## src/rtl/msu_pkg.sv

```systemverilog
// Shared definitions for the MSU-1 data-port prefetch slice.
//   msu_state_e       : prefetch FSM states (IDLE, FETCH, DISCARD)
//   MSU_MEM_WIDTH     : width of one data-file memory word
//   MSU_DEFAULT_DEPTH : default byte FIFO capacity
package msu_pkg;

  localparam int unsigned MSU_MEM_WIDTH     = 16;
  localparam int unsigned MSU_DEFAULT_DEPTH = 16;

  typedef enum logic [1:0] {
    IDLE,
    FETCH,
    DISCARD
  } msu_state_e;

endpackage

```

## src/rtl/msu_byte_fifo.sv

```systemverilog
// Byte FIFO with a registered head byte, fed by up to two bytes per cycle.
// Ports:
//   CLK, RESET  : clock, synchronous active-high reset
//   flush_i     : empties the FIFO (head_o keeps its last value)
//   push_cnt_i  : number of bytes to push this cycle (0, 1 or 2)
//   push_data_i : [7:0] is pushed first, [15:8] second
//   pop_i       : drop the head byte; ignored while empty
//   head_o      : registered current head byte
//   count_o     : number of bytes held
module msu_byte_fifo
  import msu_pkg::*;
#(
  parameter int unsigned DEPTH = MSU_DEFAULT_DEPTH
) (
  input  logic                     CLK,
  input  logic                     RESET,
  input  logic                     flush_i,
  input  logic [1:0]               push_cnt_i,
  input  logic [MSU_MEM_WIDTH-1:0] push_data_i,
  input  logic                     pop_i,
  output logic [7:0]               head_o,
  output logic [$clog2(DEPTH):0]   count_o
);

  localparam int unsigned AW = $clog2(DEPTH);
  localparam int unsigned CW = AW + 1;

  logic [7:0]    mem_q [DEPTH];
  logic [AW-1:0] rd_q, rd_d, wr_q, wr_d, wr_nx;
  logic [CW-1:0] count_q, count_d;
  logic [7:0]    head_q, head_d;
  logic          do_pop;

  assign wr_nx  = wr_q + AW'(1);
  assign do_pop = pop_i && (count_q != '0);

  always_comb begin
    rd_d    = rd_q;
    wr_d    = wr_q;
    count_d = count_q;
    head_d  = head_q;
    if (flush_i) begin
      rd_d    = '0;
      wr_d    = '0;
      count_d = '0;
    end else begin
      if (do_pop) rd_d = rd_q + AW'(1);
      wr_d    = wr_q + AW'(push_cnt_i);
      count_d = count_q + CW'(push_cnt_i) - CW'(do_pop);
      // Head points at the slot being written only when the FIFO drains to
      // empty this cycle, so the new head then comes straight from the push.
      if (count_d != '0) begin
        if ((push_cnt_i != 2'd0) && (rd_d == wr_q)) head_d = push_data_i[7:0];
        else                                        head_d = mem_q[rd_d];
      end
    end
  end

  always_ff @(posedge CLK) begin
    if (!flush_i) begin
      if (push_cnt_i != 2'd0) mem_q[wr_q]  <= push_data_i[7:0];
      if (push_cnt_i == 2'd2) mem_q[wr_nx] <= push_data_i[15:8];
    end
  end

  always_ff @(posedge CLK) begin
    if (RESET) begin
      rd_q    <= '0;
      wr_q    <= '0;
      count_q <= '0;
      head_q  <= '0;
    end else begin
      rd_q    <= rd_d;
      wr_q    <= wr_d;
      count_q <= count_d;
      head_q  <= head_d;
    end
  end

  assign head_o  = head_q;
  assign count_o = count_q;

endmodule

```

## src/rtl/msu_data_prefetch.sv

```systemverilog
// MSU-1 data-port prefetch: streams 16-bit little-endian words from the data
// file memory into a byte FIFO so every $2001 read is served without waiting.
// Ports:
//   CLK, RESET           : clock, synchronous active-high reset
//   msu_data_addr/seek   : start a new stream at a byte address
//   msu_data_req         : current byte consumed, advance
//   msu_data_out         : registered current byte
//   msu_status_data_busy : seek issued, first byte not yet available
//   mem_req/addr/ack/data: word-fetch handshake to the memory backend
//   underrun_count       : saturating underrun counter, only with
//                          MSU_DATA_PREFETCH_STATS_EN defined
module msu_data_prefetch
  import msu_pkg::*;
#(
  parameter int unsigned DEPTH = MSU_DEFAULT_DEPTH
) (
  input  logic                     CLK,
  input  logic                     RESET,
  input  logic [31:0]              msu_data_addr,
  input  logic                     msu_data_seek,
  input  logic                     msu_data_req,
  output logic [7:0]               msu_data_out,
  output logic                     msu_status_data_busy,
  output logic                     mem_req,
  output logic [31:0]              mem_addr,
  input  logic                     mem_ack,
  input  logic [MSU_MEM_WIDTH-1:0] mem_data
`ifdef MSU_DATA_PREFETCH_STATS_EN
  ,
  output logic [15:0]              underrun_count
`endif
);

  localparam int unsigned CW = $clog2(DEPTH) + 1;

  msu_state_e state_q, state_d;
  logic [31:0] fetch_ptr_q, fetch_ptr_d;
  logic [31:0] mem_addr_q, mem_addr_d;
  logic        skip_low_q, skip_low_d;
  logic        stream_valid_q, stream_valid_d;
  logic        busy_q, busy_d;

  logic [1:0]               push_cnt;
  logic [MSU_MEM_WIDTH-1:0] push_data;
  logic                     pop;
  logic [CW-1:0]            count;
  logic [CW-1:0]            free;

  assign free = CW'(DEPTH) - count;
  // A seek takes priority over a coincident read.
  assign pop  = msu_data_req && !msu_data_seek;

  always_comb begin
    state_d        = state_q;
    fetch_ptr_d    = fetch_ptr_q;
    mem_addr_d     = mem_addr_q;
    skip_low_d     = skip_low_q;
    stream_valid_d = stream_valid_q;
    busy_d         = busy_q;
    push_cnt       = 2'd0;
    push_data      = mem_data;

    case (state_q)
      IDLE: begin
        // Needing two free slots means a full word always fits.
        if (stream_valid_q && (free >= CW'(2))) begin
          state_d    = FETCH;
          mem_addr_d = fetch_ptr_q;
        end
      end
      FETCH: begin
        if (mem_ack) begin
          state_d     = IDLE;
          fetch_ptr_d = fetch_ptr_q + 32'd2;
          skip_low_d  = 1'b0;
          busy_d      = 1'b0;
          if (skip_low_q) begin
            push_cnt  = 2'd1;
            push_data = {8'h00, mem_data[15:8]};
          end else begin
            push_cnt  = 2'd2;
          end
        end
      end
      DISCARD: begin
        // Word belongs to the abandoned stream.
        if (mem_ack) state_d = IDLE;
      end
      default: state_d = IDLE;
    endcase

    if (msu_data_seek) begin
      push_cnt       = 2'd0;
      fetch_ptr_d    = {msu_data_addr[31:1], 1'b0};
      skip_low_d     = msu_data_addr[0];
      stream_valid_d = 1'b1;
      busy_d         = 1'b1;
      if (state_q == IDLE) begin
        state_d    = FETCH;
        mem_addr_d = {msu_data_addr[31:1], 1'b0};
      end else if (mem_ack) begin
        state_d = IDLE;
      end else begin
        // The old request must complete before the new stream can start.
        state_d = DISCARD;
      end
    end
  end

  always_ff @(posedge CLK) begin
    if (RESET) begin
      state_q        <= IDLE;
      fetch_ptr_q    <= '0;
      mem_addr_q     <= '0;
      skip_low_q     <= 1'b0;
      stream_valid_q <= 1'b0;
      busy_q         <= 1'b0;
    end else begin
      state_q        <= state_d;
      fetch_ptr_q    <= fetch_ptr_d;
      mem_addr_q     <= mem_addr_d;
      skip_low_q     <= skip_low_d;
      stream_valid_q <= stream_valid_d;
      busy_q         <= busy_d;
    end
  end

  msu_byte_fifo #(
    .DEPTH (DEPTH)
  ) u_fifo (
    .CLK         (CLK),
    .RESET       (RESET),
    .flush_i     (msu_data_seek),
    .push_cnt_i  (push_cnt),
    .push_data_i (push_data),
    .pop_i       (pop),
    .head_o      (msu_data_out),
    .count_o     (count)
  );

  assign mem_req              = (state_q != IDLE);
  assign mem_addr             = mem_addr_q;
  assign msu_status_data_busy = busy_q;

`ifdef MSU_DATA_PREFETCH_STATS_EN
  logic        underrun;
  logic [15:0] underrun_q;

  assign underrun = pop && (count == '0);

  always_ff @(posedge CLK) begin
    if (RESET) begin
      underrun_q <= '0;
    end else if (underrun && (underrun_q != 16'hFFFF)) begin
      underrun_q <= underrun_q + 16'd1;
    end
  end

  assign underrun_count = underrun_q;
`endif

endmodule

```

## config.mk

```make
export PLATFORM = sky130hd
export DESIGN_NAME = msu_data_prefetch
export DESIGN_NICKNAME = d
export VERILOG_FILES = /design/src/rtl/msu_pkg.sv /design/src/rtl/msu_byte_fifo.sv /design/src/rtl/msu_data_prefetch.sv
export SDC_FILE = /design/constraint.sdc
export NUM_CORES = 1
export LEC_CHECK = 0
export ABC_AREA = 0
export BUFFER_PORTS_ARGS = -buffer_cell sky130_fd_sc_hd__buf_2
export CAP_MARGIN = 10
export CORE_MARGIN = 10
export CORE_UTILIZATION = 50
export DETAILED_ROUTE_END_ITERATION = 6
export PLACE_DENSITY = 0.7
export SLEW_MARGIN = 20
export SYNTH_ARGS = -nofsm -noshare
export SYNTH_HDL_FRONTEND = slang
export SYNTH_SLANG_ARGS = --single-unit
```

## constraint.sdc

```tcl
create_clock -name CLK -period 5.15 [get_ports CLK]
set_input_delay 1.2875 -clock CLK [delete_from_list [all_inputs] [get_ports CLK]]
set_output_delay 1.2875 -clock CLK [all_outputs]
set_load 0.03 [all_outputs]
```

# --- Word-level counts from Yosys, hierarchy flattened ---
# Memory sizes are Yosys's and may differ from the RTL's. A register that Yosys moved wholly into a read port is not among the register bits.
# Index checks and enable logic that the tools add are counted.
word_totals:
  regBits: 82
  latchBits: 0
  ramBits: 128
  rom_bits: 0
  in_bits: 53
  out_inout_bits: 42
  wordCells: 74
  n_memories: 1
mem_list:
  columns: ["memory", "words", "width", "rd", "rd_clocked_by_memory_dff", "write_ports", "line_no", "text"]
  rows:
  - ["u_fifo.mem_q", 16, 8, 1, 1, 2, "msu_byte_fifo.sv:28", "logic [7:0] mem_q [DEPTH];"]
op_classes:
  n_addsub: 7
  n_mul: 0
  n_div: 0
  magnitude_cmp: 1
  n_eq_ne: 5
  n_shift: 0
  mux: 32
  bitwise: 1
  reduce_logical: 17
ops:
  columns: ["cell", "count"]
  rows:
  - ["$mux W32", 7]
  - ["$mux W16", 3]
  - ["$add A32 B2 Y32 const B", 1]
  - ["$mux W2", 9]
  - ["$mux W1", 10]
  - ["$reduce_bool A5 Y1", 2]
  - ["$add A4 B1 Y4 const B", 2]
  - ["$mux W4", 2]
  - ["$reduce_and A2 Y1", 4]
  - ["$reduce_bool A2 Y1", 4]
  - ["$add A5 B2 Y5", 1]
  - ["$ge A5 B2 Y1 const B", 1]
  - ["$sub A5 B1 Y5", 1]
  - ["$sub A5 B5 Y5 const A", 1]
  - ["$add A4 B2 Y4", 1]
  - ["$eq A2 B2 Y1 const B", 2]
  - ["$pmux W2 S2", 1]
  - ["$reduce_or A2 Y1", 2]
  - ["$logic_and A1 B1 Y1", 3]
  - ["$ne A3 B1 Y1 const B", 1]
  - ["$ne A3 B3 Y1 const B", 1]
  - ["$eq A2 B1 Y1 const B", 1]
  - ["$logic_not A2 Y1", 1]
  - ["$logic_not A1 Y1", 1]
  - ["$not A1 Y1", 1]

# --- Longest topological paths before layout ---
# Gate-level depths: netlist of run 1.
logic_depth:
  ltp_word: 8
  ltp_mapped: 21

# --- By module ---
# Synthesis of run 1 repeated with hierarchy kept, for this count alone.
unflattened:
  cells_unflattened: 1153
  area_unflattened_um2: 12619.6
by_module_without_submodules:
  columns: ["mod", "n_inst", "cells_per_inst", "area_per_inst_um2", "seq_area_each_um2"]
  rows:
  - ["msu_byte_fifo", 1, 691, 8977.4, 4264.1]
  - ["msu_data_prefetch", 1, 462, 3642.2, 1361.3]

# --- Least setup slack after synthesis of run 1 ---
# Ideal clock, no wire load.
synth_path:
  path_kind: "input port to flip-flop"
  startpoint: "in msu_data_seek"
  endpoint: "reg u_fifo.head_q[1], in the netlist u_fifo.head_o[1] (read register of u_fifo.mem_q)"
  setup_ns: 0.122
  arrival_time_ns: 4.427
  slack_ns: 0.602
  stages: 17
  cell_sequence: "or3b_4 > inv_1 > buf_2 > buf_4 > buf_2 > ha_1 > inv_1 > ha_1 > inv_1 > fa_1 > nand2b_1 > a21oi_1 > nor2_1 > xnor2_1 > a311o_1 > a21oi_1 > a221o_1"
synth_via:
  elab_chain_cells: 6
  elab_cells_between_ends: 11
  classes_between: "add/sub: 2; mux: 3; bitwise: 1; reduce/logical: 5"
synth_lines:
  columns: ["element", "line_no", "text"]
  rows:
  - ["start, declared", "msu_data_prefetch.sv:20", "input logic msu_data_seek,"]
  - ["branches (longest 6 deep; another with $add A5 B2 Y5)", null, null]
  - ["end, declared", "msu_byte_fifo.sv:31", "logic [7:0] head_q, head_d;"]
# Several ways; the timed one is not identified. The select of a mux whose other input is x is not followed.
# A chain may end at the register's enable or synchronous reset.

# --- Worst setup path after layout of run 1 ---
layout_path:
  startpoint: "reg u_fifo.count_q[2], in the netlist u_fifo.count_o[2]"
  endpoint: "reg u_fifo.head_q[1], in the netlist u_fifo.head_o[1] (read register of u_fifo.mem_q)"
layout_via:
  elab_chain_cells: 5
  elab_cells_between_ends: 8
  classes_between: "add/sub: 2; mux: 2; reduce/logical: 4"
layout_lines:
  columns: ["element", "line_no", "text"]
  rows:
  - ["start, declared", "msu_byte_fifo.sv:30", "logic [CW-1:0] count_q, count_d;"]
  - ["start signal, assigned", "msu_byte_fifo.sv:75", "count_q <= count_d;"]
  - ["branches (longest 5 deep; another with $add A5 B2 Y5)", null, null]
# Several ways; the timed one is not identified. The select of a mux whose other input is x is not followed.

==> results of run 1 <==
## registers in the layout, summed over array words and instances, names as in the netlist, named ones only
register / count
fetch_ptr_q: 31
mem_addr: 31
msu_status_data_busy: 1
skip_low_q: 1
state_q: 2
stream_valid_q: 1
u_fifo.count_o: 5
u_fifo.head_o: 8
u_fifo.mem_q: 128
u_fifo.rd_q: 4
u_fifo.wr_q: 4
## placed cells by master, fill, tap and decap left out, drive strengths merged, types with 36 or more instances in the layout
cell type / n
nand3: 40
a211oi: 39
nor2: 243
a21oi: 146
edfxtp: 128
mux2: 43
mux4: 36
mux2i: 83
dfxtp: 89
nand2: 82
buf: 114
## stage by stage
stage               instance area, um^2  worst slack [ns]  cells
floorplan                         12400             0.602   1261
global placement                  13000             0.851   1595
detailed placement                13000             0.774   1595
CTS                               13800              1.19   1636
global route                      13800             0.889   1636
finish                            13800              1.16   1636
## critical path, cell delays in order (launching register included)
cell,delay (ns)
dfxtp_1,0.39
inv_1,0.09
ha_1,0.19
and2_1,0.15
ha_1,0.20
or3b_4,0.38
inv_1,0.08
ha_1,0.23
inv_1,0.07
ha_1,0.15
inv_1,0.05
fa_1,0.39
nand2b_1,0.16
a21oi_1,0.14
nor2_1,0.06
xnor2_1,0.32
a31oi_1,0.13
nor2_1,0.49
a221o_1,0.26
## final cells by class
type	count	area, um^2	area share (%)
multi-input combinational	918	6280	45.6
sequential	217	5630	40.9
tap	324	405	2.94
inverter	22	82.6	0.600
timing repair buffer	114	621	4.51
clock buffer	31	646	4.69
clock inverter	10	101	0.736
## power by group through the flow
| stage | clock network, mW | logic (mW) | registers [mW] |
|---|---|---|---|
| 4_1_cts | 1.68 | 1.05 | 2.02 |
| 5_1_grt | 1.74 | 1.15 | 2.03 |
| 3_5_place_dp | 0 | 1.04 | 2.05 |
| 6_report | 1.66 | 1.05 | 2.02 |
| 3_3_place_gp | 0 | 1.02 | 2.05 |
| 2_1_floorplan | 0 | 0.664 | 2.15 |
## logic make-up after synthesis
| kind of cell | share of synthesized area [%] |
|---|---|
| AND/OR/NAND/NOR | 15.4 |
| adder cells (fa/ha/maj) | 1.94 |
| buffers and inverters | 4.18 |
| AO/OA/AOI/OAI | 12.4 |
| multiplexers | 17.2 |
| XOR/XNOR | 3.54 |
| flip-flops | 45.4 |
## layer usage
metal | track usage [%] | up-vias | share of wire, %
li1 | - | 4643 | -
met1 | 28.0 | 4695 | 42
met2 | 34.5 | 441 | 47
met3 | 4.40 | 71 | 8.9
met4 | 6.60 | 0 | 2.9
met5 | 0 | - | 0
## worst paths after layout
kind | slack, ns | to | cells after the start | from
worst max-delay path | 1.16 | u_fifo.head_o[1]$_SDFFE_PP0P_ | 18 | u_fifo.count_o[2]$_SDFF_PP0_
worst min-delay path | 0.46 | stream_valid_q$_SDFFE_PP0P_ | 2 | stream_valid_q$_SDFFE_PP0P_
worst max register to register | 1.16 | u_fifo.head_o[1]$_SDFFE_PP0P_ | 18 | u_fifo.count_o[2]$_SDFF_PP0_
worst min register to register | 0.46 | stream_valid_q$_SDFFE_PP0P_ | 2 | stream_valid_q$_SDFFE_PP0P_
==> out/metrics.yaml, run 1 <==
run_status:
  status: "finished, final reports clean"
worst_setup_path:
  crit_path_end_kind: "flip-flop"
  start_kind: "flip-flop"
  crit_required_ns: 5.59
  arrival_ns: 4.43
  crit_type: "flip-flop to flip-flop"
  critPathMaxFanout: 8
timing:
  drv_slew: 0
  finalHoldViolCount: 0
  timing.fmax_mhz: 251
  worst_pin_slew_ns: 1.08
  max_slew_margin_pct: 28.0
  rsz0062_at_grt: "no"
  skew_ns: 0.0136
  hold_ws_ns: 0.462
  period_needed_ns: 3.99
  min_period_over_period_pct: 77.4
  setup_viol: 0
  fin_tns_setup_ns: 0
power_and_ir_drop:
  power_frac_comb_pct: 22.3
  p_per_area_mw_per_mm2: 343
  swShare_pct: 30.1
  seq_power_share_pct: 42.7
  power_mw: 4.73
  power_switching_mw: 1.42
  p_clk_share_pct: 35.1
  peakVddDrop_mv: 0.269
  p_int_mw: 3.30
  p_leak_nw: 5.15
global_route:
  grt_max_degree: 70
  antenna_found_initial: 0
  grt_usage_pct: 21.3
  grt_pass1_wl_um: 53200
  grt_pass1_vias: 9618
  grt-ovfl-total: 0
synthesis:
  syn_area_per_cell_um2: 9.83
  ys_seq_area_share_pct: 45.4
  ys_seq_elements: 217
  yosys_warnings: 0
  yosys-top-cells-count: "nor2_1, a21oi_1, edfxtp_1, dfxtp_1, mux2i_1"
  synth_top_cells_by_area: "edfxtp_1, dfxtp_1, nor2_1"
  synth_area_mm2: 0.0124
  yosysTopAreaCell: "edfxtp_1"
  synth.distinct_cells: 58
  synth-main-ff-cell: "edfxtp_1"
  yosysMostFrequentCell: "nor2_1"
  synth_edf_count: 128
  netlist_instances: 1261
  syn-num-nets: 1332
  synthArstFlopShare_pct: 0
  yosys.area.top_type_share_pct: 31.0
final_layout:
  final_core_util_pct: 56.6
  final_nets: 1367
  drive_gt1_share_pct: 19.4
  fill_cells: 2090
  area_growth_pct: 11.1
  diodes: 0
cts:
  cts_resized: 0
  clockBufferDepth: 3
  cts_setup_buffers: 0
  cts.sinks: 217
  clk_pin_slew_ns: 0.06
  cts.htree.levels: 1
  cts_tree: "done"
  cts_buffers: 23
  clock_latency_ns: 0.51
  cts_hold_buf: 0
  cts-root-buf: "clkbuf_16"
floorplanning:
  chipWidth_um: 177
  num_io_pins: 95
  start_util_pct: 51.0
  dieArea_mm2: 0.0315
  dieHeight_um: 177
  rows: 57
  fp.coreArea_mm2: 0.0243
detailed_routing:
  wl_per_cell_um: 20.9
  drt-total-wl_um: 34200
  dr.first_iter.drc_count: 1013
  drc: 0
  ant_nets: 0
  drt_first_pass_iters: 5
  viasPerCell: 6.02
  vias: 9850
placed_design:
  dpl.hpwl_um: 23000
  io_buffers: 94
  finalWeightedCongestion: 0.924
flow_run:
  max-cap-violations: 0
min_path:
  min_path_type: "flip-flop to flip-flop"
Note: power is estimated with default switching activity, not from simulation.
==> run 2, diff against run 1 <==
- clock period: 5.15 -> 4.2 ns (I/O delays scaled with it)
==> out/metrics.yaml, run 2 (synthesized netlist as in run 1, its figures left out) <==
run_status:
  status: "finished, final reports clean"
timing:
  finalHoldViolCount: 0
  fin_tns_setup_ns: 0
  period_needed_ns: 3.86
  worst_pin_slew_ns: 1.05
  min_period_over_period_pct: 92.0
  max_slew_margin_pct: 30.0
  drv_slew: 0
  setup_viol: 0
  rsz0062_at_grt: "no"
  hold_ws_ns: 0.465
  timing.fmax_mhz: 259
  skew_ns: 0.0153
power_and_ir_drop:
  power_frac_comb_pct: 23.0
  power_switching_mw: 1.77
  p_int_mw: 4.07
  p_per_area_mw_per_mm2: 418
  seq_power_share_pct: 42.2
  peakVddDrop_mv: 0.372
  p_clk_share_pct: 34.9
  p_leak_nw: 5.29
  swShare_pct: 30.3
detailed_routing:
  drt_first_pass_iters: 5
  met3_length_um: 3380
  wl_met2_um: 16700
  viasPerCell: 6.02
  met1Wirelength_um: 14300
  ant_nets: 0
  dr.first_iter.drc_count: 1083
  vias: 9999
  highest_layer: "met4"
  wl_per_cell_um: 21.3
  drt-total-wl_um: 35500
  drc: 0
floorplanning:
  chipWidth_um: 177
  num_io_pins: 95
  dieHeight_um: 177
  start_util_pct: 51.0
  dieArea_mm2: 0.0315
  rows: 57
  fp.coreArea_mm2: 0.0243
global_route:
  grt_usage_pct: 22.0
  grt-ovfl-total: 0
  grt_pass1_wl_um: 55100
  grt_max_degree: 65
  antenna_found_initial: 0
  grt_pass1_vias: 9798
final_layout:
  final_nets: 1392
  instances_no_fill: 1662
  area_growth_pct: 12.6
  largest_register: "u_fifo.mem_q"
  drive_gt1_share_pct: 20.9
  largest_reg_flops: 128
  final_cell_mix: "nor2_1, a21oi_1, edfxtp_1"
  layout_commonest_cell: "nor2_1"
cts:
  cts_tree: "done"
  cts.sinks: 217
  clockBufferDepth: 3
  cts_hold_buf: 0
  cts_setup_buffers: 0
  clock_latency_ns: 0.51
  cts-root-buf: "clkbuf_16"
  cts_buffers: 23
  cts_resized: 0
  cts.htree.levels: 1
  clk_pin_slew_ns: 0.06
worst_setup_path:
  r2r_setup_slack_ns: 0.34
  critPathMaxFanout: 6
  crit_type: "flip-flop to flip-flop"
  regToRegEndpoint: "u_fifo.head_o[2]$_SDFFE_PP0P_"
  crit_path_end_kind: "flip-flop"
  rr_worst_depth: 18
  start_kind: "flip-flop"
  crit_required_ns: 4.60
  arrival_ns: 4.26
  timing.rr.start: "u_fifo.count_o[2]$_SDFF_PP0_"
min_path:
  min_path_type: "flip-flop to flip-flop"
  min_from: "stream_valid_q$_SDFFE_PP0P_"
  min_to: "stream_valid_q$_SDFFE_PP0P_"
  min_path_cells: 2
flow_run:
  max-cap-violations: 0
placed_design:
  dpl.hpwl_um: 24000
  io_buffers: 94
  dp.cells: 1620
  finalWeightedCongestion: 0.985
==> run 2: changes by cell type in the layout (fill, tap and decap cells not counted), sizes merged <==
cell / change
buf: +25
clkbuf: -4
clkinvlp: +1
bufinv: +1
diode: +1
clkinv: +2
==> run 2: final cells by class <==
cell class              instances  area (um^2)
well taps                     324          405
clock inverters                14          150
fillers                      2097        10400
inverters                      22         82.6
diodes                          1         2.50
multi-input cells             918         6280
flip-flops and latches        217         5630
clock buffers                  27          591
repair buffers                139          821
==> run 2: worst max-delay path: stages (launching register included) <==
cell and delay [ns]:
dfxtp_1 0.39, inv_1 0.08, ha_1 0.19, and2_1 0.15
ha_1 0.20, or3b_4 0.38, inv_1 0.09, ha_1 0.23
inv_1 0.06, ha_1 0.15, inv_1 0.06, fa_1 0.40
nand2b_1 0.16, a21oi_1 0.14, nor2_1 0.08, xnor2_2 0.22
a311o_1 0.37, a21oi_1 0.07, a221o_1 0.34
==> run 2: layer usage <==
metal / up-vias / track usage, %
li1: 4690 / -
met1: 4767 / 28.7
met2: 471 / 35.7
met3: 71 / 4.80
met4: 0 / 7.12
met5: - / 0
==> run 2: power groups by stage <==
stage | Combinational (mW) | Clock, mW | Sequential (mW)
finish | 1.34 | 2.04 | 2.46
floorplan | 0.829 | 0 | 2.64
global placement | 1.29 | 0 | 2.50
detailed placement | 1.32 | 0 | 2.50
global route | 1.47 | 2.13 | 2.47
CTS | 1.33 | 2.05 | 2.46
==> run 2: metrics by stage <==
step | total power, mW | setup slack (ns) | instance area, um^2 | utilization (%)
after floorplan | 3.47 | 0.0139 | 12400 | -
after global placement | 3.80 | 0.219 | 13200 | 54.3
after detailed placement | 3.83 | 0.144 | 13200 | 54.3
after CTS | 5.84 | 0.336 | 14000 | 57.4
after global routing | 6.07 | 0.0605 | 14000 | 57.4
final | 5.84 | 0.336 | 14000 | 57.4
==> run 2: how the worst max path moves through the flow <==
stage,slack (ns),cells after the start,startpoint,to
final,0.34,18,u_fifo.count_o[2]$_SDFF_PP0_,u_fifo.head_o[2]$_SDFFE_PP0P_
after global routing,0.06,18,u_fifo.count_o[2]$_SDFF_PP0_,u_fifo.head_o[5]$_SDFFE_PP0P_
after CTS,0.34,18,u_fifo.count_o[2]$_SDFF_PP0_,u_fifo.head_o[2]$_SDFFE_PP0P_
after detailed placement,0.14,15,msu_data_seek,u_fifo.head_o[7]$_SDFFE_PP0P_
after global placement,0.22,15,msu_data_seek,u_fifo.head_o[2]$_SDFFE_PP0P_
after floorplan,0.01,17,msu_data_seek,u_fifo.head_o[1]$_SDFFE_PP0P_
